===== config.mk =====
export PLATFORM = sky130hd
export DESIGN_NAME = psum_pack
export DESIGN_NICKNAME = d
export VERILOG_FILES = /design/src/rtl/psum_pack_pkg.sv /design/src/rtl/psum_quant.sv /design/src/rtl/psum_pack.sv
export SDC_FILE = /design/constraint.sdc
export NUM_CORES = 1
export LEC_CHECK = 0
export ABC_AREA = 1
export CORE_MARGIN = 5
export CORE_UTILIZATION = 57
export DETAILED_ROUTE_END_ITERATION = 10
export DONT_BUFFER_PORTS = 1
export PLACE_DENSITY_LB_ADDON = 0.3
export SYNTH_ARGS = -nofsm -noshare
export SYNTH_HDL_FRONTEND = slang
export SYNTH_SLANG_ARGS = --single-unit

===== constraint.sdc =====
create_clock -name clk -period 1.5 [get_ports clk]
set_clock_uncertainty 0.05 [all_clocks]
set_input_delay 0.3 -clock clk [delete_from_list [all_inputs] [get_ports clk]]
set_output_delay 0.3 -clock clk [all_outputs]
set_load 0.01 [all_outputs]

===== src/rtl/psum_pack_pkg.sv =====
// Shared constants for the psum_pack output back end; defaults match the 4-way mac array.
package psum_pack_pkg;
  localparam int unsigned BW      = 4;
  localparam int unsigned PSUM_BW = 16;
  localparam int unsigned LANES   = 4;
  localparam int unsigned ACT_MAX = 2**BW - 1;
endpackage


===== src/rtl/psum_quant.sv =====
// Combinational psum quantizer: ReLU, optional round half-up, right shift, unsigned saturation.
// Build option: PSUM_PACK_ROUND_EN selects round half-up before the shift.
module psum_quant
  import psum_pack_pkg::*;
#(
  parameter int unsigned bw      = BW,
  parameter int unsigned psum_bw = PSUM_BW
) (
  input  logic signed [psum_bw-1:0] in_psum,
  input  logic        [3:0]         shift,
  output logic        [bw-1:0]      q
);
  localparam int unsigned      XW   = psum_bw + 1;
  localparam logic [XW-1:0]    QMAX = XW'((64'd1 << bw) - 64'd1);

  logic [XW-1:0] mag;
  logic [XW-1:0] rnd;
  logic [XW-1:0] shifted;

  // One guard bit above psum_bw keeps mag + rnd from overflowing.
  always_comb begin
    mag = {1'b0, in_psum};
    rnd = '0;
`ifdef PSUM_PACK_ROUND_EN
    if (shift != 4'd0) rnd = XW'(1) << (shift - 4'd1);
`endif
    shifted = (mag + rnd) >> shift;
    if (in_psum[psum_bw-1])  q = '0;
    else if (shifted > QMAX) q = '1;
    else                     q = shifted[bw-1:0];
  end
endmodule


===== src/rtl/psum_pack.sv =====
// Packs quantized psums into lanes-wide activation words behind a valid/ready output register.
// Build option: PSUM_PACK_ROUND_EN (round half-up in psum_quant); handshake identical either way.
module psum_pack
  import psum_pack_pkg::*;
#(
  parameter int unsigned bw      = BW,
  parameter int unsigned psum_bw = PSUM_BW,
  parameter int unsigned lanes   = LANES
) (
  input  logic                      clk,
  input  logic                      reset,
  input  logic                      in_valid,
  output logic                      in_ready,
  input  logic signed [psum_bw-1:0] in_psum,
  input  logic                      in_last,
  input  logic        [3:0]         shift,
  output logic                      out_valid,
  input  logic                      out_ready,
  output logic [lanes*bw-1:0]       out_data,
  output logic [lanes-1:0]          out_mask
);
  localparam int unsigned IW = (lanes > 1) ? $clog2(lanes) : 1;

  logic [IW-1:0]         idx_q,       idx_d;
  logic [lanes*bw-1:0]   pack_data_q, pack_data_d;
  logic [lanes-1:0]      pack_mask_q, pack_mask_d;
  logic [lanes*bw-1:0]   out_data_q,  out_data_d;
  logic [lanes-1:0]      out_mask_q,  out_mask_d;
  logic                  out_valid_q, out_valid_d;

  logic [bw-1:0]         q;
  logic                  accept;
  logic                  complete;
  logic [lanes*bw-1:0]   word_data;
  logic [lanes-1:0]      word_mask;

  psum_quant #(
    .bw      (bw),
    .psum_bw (psum_bw)
  ) u_quant (
    .in_psum (in_psum),
    .shift   (shift),
    .q       (q)
  );

  assign in_ready = !(out_valid_q && !out_ready);
  assign accept   = in_valid && in_ready;

  always_comb begin
    word_data = pack_data_q;
    word_mask = pack_mask_q;
    for (int unsigned i = 0; i < lanes; i++) begin
      if (idx_q == IW'(i)) begin
        word_data[i*bw +: bw] = q;
        word_mask[i]          = 1'b1;
      end
    end
    complete = accept && ((idx_q == IW'(lanes - 1)) || in_last);

    idx_d       = idx_q;
    pack_data_d = pack_data_q;
    pack_mask_d = pack_mask_q;
    out_data_d  = out_data_q;
    out_mask_d  = out_mask_q;
    out_valid_d = out_valid_q;

    if (out_valid_q && out_ready) out_valid_d = 1'b0;

    // A completing beat reloads the output even while the old word drains.
    if (complete) begin
      out_data_d  = word_data;
      out_mask_d  = word_mask;
      out_valid_d = 1'b1;
      idx_d       = '0;
      pack_data_d = '0;
      pack_mask_d = '0;
    end else if (accept) begin
      pack_data_d = word_data;
      pack_mask_d = word_mask;
      idx_d       = idx_q + IW'(1);
    end
  end

  always_ff @(posedge clk or negedge reset) begin
    if (!reset) begin
      idx_q       <= '0;
      pack_data_q <= '0;
      pack_mask_q <= '0;
      out_data_q  <= '0;
      out_mask_q  <= '0;
      out_valid_q <= 1'b0;
    end else begin
      idx_q       <= idx_d;
      pack_data_q <= pack_data_d;
      pack_mask_q <= pack_mask_d;
      out_data_q  <= out_data_d;
      out_mask_q  <= out_mask_d;
      out_valid_q <= out_valid_d;
    end
  end

  assign out_valid = out_valid_q;
  assign out_data  = out_data_q;
  assign out_mask  = out_mask_q;
endmodule

* Word level (Yosys, flattened, before mapping) *
Cells that the tools add are included.

operators by class
  add/sub/neg operators = 1
  $lt $le $gt $ge = 1
  equality and inequality tests = 3
  shifts and indexed selects = 1
  multiplexer cells = 18
  reductions and logical operators = 10

operators by type and width
  cell                                                  number
  two-way mux 16 bit                                    2
  two-way mux 4 bit                                     8
  > comparator 17 x 4 -> 1 bit (second input constant)  1
  >> shifter 16 x 4 -> 17 bit                           1
  two-way mux 1 bit                                     6
  == test 2 bit (second input constant)                 2
  logical AND 1 bit                                     4
  two-way mux 2 bit                                     2
  nonzero test 2 bit                                    2
  adder 2 x 1 -> 2 bit (second input constant)          1
  == test 2 x 1 -> 1 bit (second input constant)        1
  zero test 1 bit                                       2
  zero test 2 bit                                       1
  logical OR 1 bit                                      1

storage, ports and cells
  register bits after elaboration = 43
  input port bits = 25
  output and inout port bits = 22
  word-level logic and storage cells = 40

* Logic depth before layout (Yosys ltp) *
  depth after elaboration = 7
  mapped depth = 15
  mapped depth without buffers = 13

* Hierarchy *
Synthesis repeated with hierarchy kept, for this count alone.

second synthesis, totals
  cells, all modules = 391
  area total of the unflattened synthesis = 2728.9 sq um

by module, submodules not included
  module      times used  cells an instance  area each (sq um)  seq. area each (sq um)
  psum_pack   1           245                1996.9             1076.0
  psum_quant  1           146                732.0              0.0

* Least setup slack after synthesis *
No wires, ideal clock.

  path kind = reg2reg
  start point = register idx_q[0]
  end point = register pack_data_q[0]
  library setup time = 66 ps
  arrival time = 1561 ps
  required time = 1384 ps
  setup slack = -176 ps
  stages on the path, launching flop included = 7
  buffers on the path = 2
  period minus slack after synthesis = 1676 ps
  cells stage by stage = dfrtp_1 ha_1 clkbuf_1 nor3_1 clkbuf_1 nand3_1 nand2_1

on the way
  word-level cells in the longest chain between the ends = 4
  elaborated cells on any way between the ends = 8
  classes of those cells = eq/ne (1); mux (3); reduce/logical (4)

ends and longest elaborated chain
  item                                                      line                              source
  start, declared                                           psum_pack.sv:24                   logic [IW-1:0] idx_q, idx_d;
  start signal, assigned                                    psum_pack.sv:93                   idx_q <= idx_d;
  zero test 2 bit or == test 2 bit (tied branches)          psum_pack.sv:53, psum_pack.sv:58
  two-way mux 4 bit or logical OR 1 bit (tied branches)     psum_pack.sv:53, psum_pack.sv:58
  two-way mux 16 bit or logical AND 1 bit (tied branches)   psum_pack.sv:77, psum_pack.sv:58
  two-way mux 16 bit or nonzero test 2 bit (tied branches)  n/a
  end signal, assigned                                      psum_pack.sv:94                   pack_data_q <= pack_data_d;
  end, declared                                             psum_pack.sv:25                   logic [lanes*bw-1:0] pack_data_q, pack_data_d;

Parallel ways exist; a longest one is shown, timed or not. The select of a mux whose other input is x is not followed.
A chain may end at the register's enable or synchronous reset.

* Worst setup path in the final report *
  start point = register idx_q[0]
  end point = register out_data_q[9] (netlist: out_data[9])

on the way
  word-level cells in the longest chain between the ends = 3
  elaborated cells on any way between the ends = 5
  classes of those cells = eq/ne (2); mux (1); reduce/logical (2)

ends and longest elaborated chain
  item                  line             source
  == test 2 bit         psum_pack.sv:58  complete = accept && ((idx_q == IW'(lanes - 1)) || in_last);
  logical OR 1 bit      psum_pack.sv:58
  logical AND 1 bit     psum_pack.sv:58
  end signal, assigned  psum_pack.sv:96  out_data_q <= out_data_d;
  end, declared         psum_pack.sv:27  logic [lanes*bw-1:0] out_data_q, out_data_d;

Parallel ways exist; a longest one is shown, timed or not.

==> qor.csv <==
metric;value;unit
synthesized flop and latch total;43;
Mapped Cells;359;
DR DRC count;0;
Seq/Total Area, Yosys;41.77;%
Max Root-Sink Buffers;2;
fin nets;402;
Die Ht;77.23;um
Final period util;93.82;%
floorplan die width;77.23;um
max cap viols;0;
wire per inst;14.00;um
I/O Buffers;0;
Avg Cell Area, Syn;7.176;sq um
post-synth top area share;41.77;%
Crit Path Max Fanout;10;
# clock sinks;43;
diode count;0;
via/cell ratio;5.464;
asr flop ratio synth;100.0;%
worst-case reg-to-reg path depth;5;
Core ar.;4384;sq um
Post-synth EDFFs;0;
total congestion overflow;0;
drt initial violations;122;
Critical Path End;out_data[9]$_DFFE_PN0P_;
Worst Setup Path Type;reg -> reg;
top-count cell post-synth;nand2_1;
top cells by area, synth;dfrtp_1 42%, nand2_1 22%, nand3_1 12%, or2_2 3.4%, o21ai_0 2.7%;
CTS tree;done;
worst r2r src;idx_q[0]$_DFFE_PN0P_;
WL final;5.952;mm
initial antenna violation count;0;
total CTS buffers;5;
P_leak;1.560;nW
Cell Pwr Density;1222;nW/um^2
critical path data required time;1640;ps
final hold violation count;0;
top cells by count, synth;152 x nand2_1, 63 x nand3_1, 43 x dfrtp_1, 15 x inv_1;
Fmax;710.6;MHz
Setup WS post-layout;92.74;ps
drt first pass iters;4;
routed vias;2322;
peak supply drop;0.8720;mV
GP Congestion;0.8361;
Tot GR Track Use;20.39;%
Hold/Removal Path Class;in -> reg;
worst r2r dst;out_data[9]$_DFFE_PN0P_;
ANT nets after route;0;
post-route minimum period;1407;ps
commonest register cell after synthesis;dfrtp_1;
share of cells above drive strength 1;20.38;%
I/O pin count;47;
Post-CTS Setup Bufs;0;
Rows;24;
area grow syn2layout;12.87;%
Critical path origin;idx_q[0]$_DFFE_PN0P_;
R2R Setup Slk;90;ps
fin util;66.32;%
H-Tree Depth;2;
critical path data arrival time;1540;ps
pin count of the biggest net entering global routing;44;
Ys Warns;0;
cell taking the most area after synthesis;dfrtp_1;
Die Footprint;5964;sq um
dpl ws;-243.7;ps
distinct cell type count after synthesis;24;
post-DP HPWL;4.419;mm
vias in the first global route;2217;
Net Count, Synth;388;
status;completed;
# setup viols final;0;
Initial Util;58.76;%
slew margin rel.;82.55;%
global-route wire length before repair;10.10;mm
synthesized cell area;2576;sq um
final max-slew violation count;0;
Slew @ Worst Pin;259.0;ps
CTS root buf;clkbuf_8;
Worst-path clk slew;80;ps
Crit. End Element;register;
Clock Latency Late Sink;300;ps
element type at the critical path start;register;
critical path, stage by stage (launching register included):
cell and delay, ps:
dfrtp_2 420, inv_1 100, ha_2 250, or2_2 320, nand3_1 110, nand2_1 60
report_power, final:
part | total, mW | switching (mW) | internal [mW]
Sequential | 1.72 | 0.278 | 1.44
Combinational | 0.963 | 0.548 | 0.414
Clock | 0.872 | 0.384 | 0.488
cell families after synthesis:
family,share of synthesized area [%]
AOI/OAI and AO/OA,6.265
adders and majority gates,1.943
buffers and inverters,6.605
DFF,41.77
and+or+nand+nor,43.42
worst min path at each step:
| stage | endpoint | from | cells past startpoint | slack (ps) |
|---|---|---|---|---|
| after CTS | pack_data_q[13]$_DFFE_PN0P_ | in_last | 3 | 200 |
| after global routing | pack_data_q[13]$_DFFE_PN0P_ | in_last | 3 | 220 |
| after floorplan | idx_q[0]$_DFFE_PN0P_ | reset | 0 | -50 |
| after detailed placement | pack_data_q[14]$_DFFE_PN0P_ | reset | 0 | -40 |
| after global placement | out_data[14]$_DFFE_PN0P_ | reset | 0 | -40 |
| final | pack_data_q[13]$_DFFE_PN0P_ | in_last | 3 | 210 |
placed cells by master, fill, tap and decap left out:
cell type        n
nand2_1        146
nand3_1         61
dfrtp_1         42
buf_4           19
o21ai_0         14
or2_2           14
inv_1           13
nand2_2         13
nand3_2          7
nand4_1          5
clkbuf_8         5
inv_2            3
a21oi_1          3
nor2_1           3
o211ai_1         3
ha_2             3
o21ai_1          2
o211a_1          2
buf_6            2
inv_8            1
inv_4            1
a21oi_4          1
nor3_2           1
a21boi_0         1
nor2_2           1
clkinvlp_4       1
ha_4             1
bufinv_16        1
clkbuf_1         1
buf_12           1
dlygate4sd3_1    1
dfrtp_2          1
final cells by class:
| type | count | area, sq um |
|---|---|---|
| clock inverters | 1 | 30.03 |
| repair buffers | 23 | 195.2 |
| clock buffers | 6 | 72.57 |
| fillers | 361 | 1476 |
| inverters | 19 | 85.08 |
| multi-input cells | 281 | 1383 |
| flip-flops and latches | 43 | 1077 |
| well taps | 52 | 65.06 |
repair_timing:
action                                 CTS  global route
hold buffers                             2             0
setup endpoints to repair               21            34
gates cloned                             0             0
pin swaps                                0             0
endpoints found under the hold margin   43             0
gates resized for setup                  2            12
metrics by stage:
stage	instance area (sq um)	hold slack [ps]	TNS, ps	power (mW)	instances
detailed placement	2735	-44.81	-6048	2.643	416
floorplan	2625	-45.59	-3212	2.409	359
CTS	2873	199.3	0	3.545	425
finish	2908	207.9	0	3.553	425
global route	2908	216.8	-42.12	3.805	425
global placement	2735	-44.60	-4287	2.609	416
metal layers:
metal	GRT usage (%)	up-vias	routed length, um
li1	-	1192	-
met1	25.87	1077	2586
met2	34.93	48	2974
met3	5.386	5	340
met4	4.124	0	51
met5	0	-	0
sequential cells by signal (all words and copies together) (netlist names):
| name | flops |
|---|---|
| pack_mask_q | 4 |
| out_valid | 1 |
| idx_q | 2 |
| pack_data_q | 16 |
| out_mask | 4 |
| out_data | 16 |
Note: power is estimated with default switching activity, not from simulation.
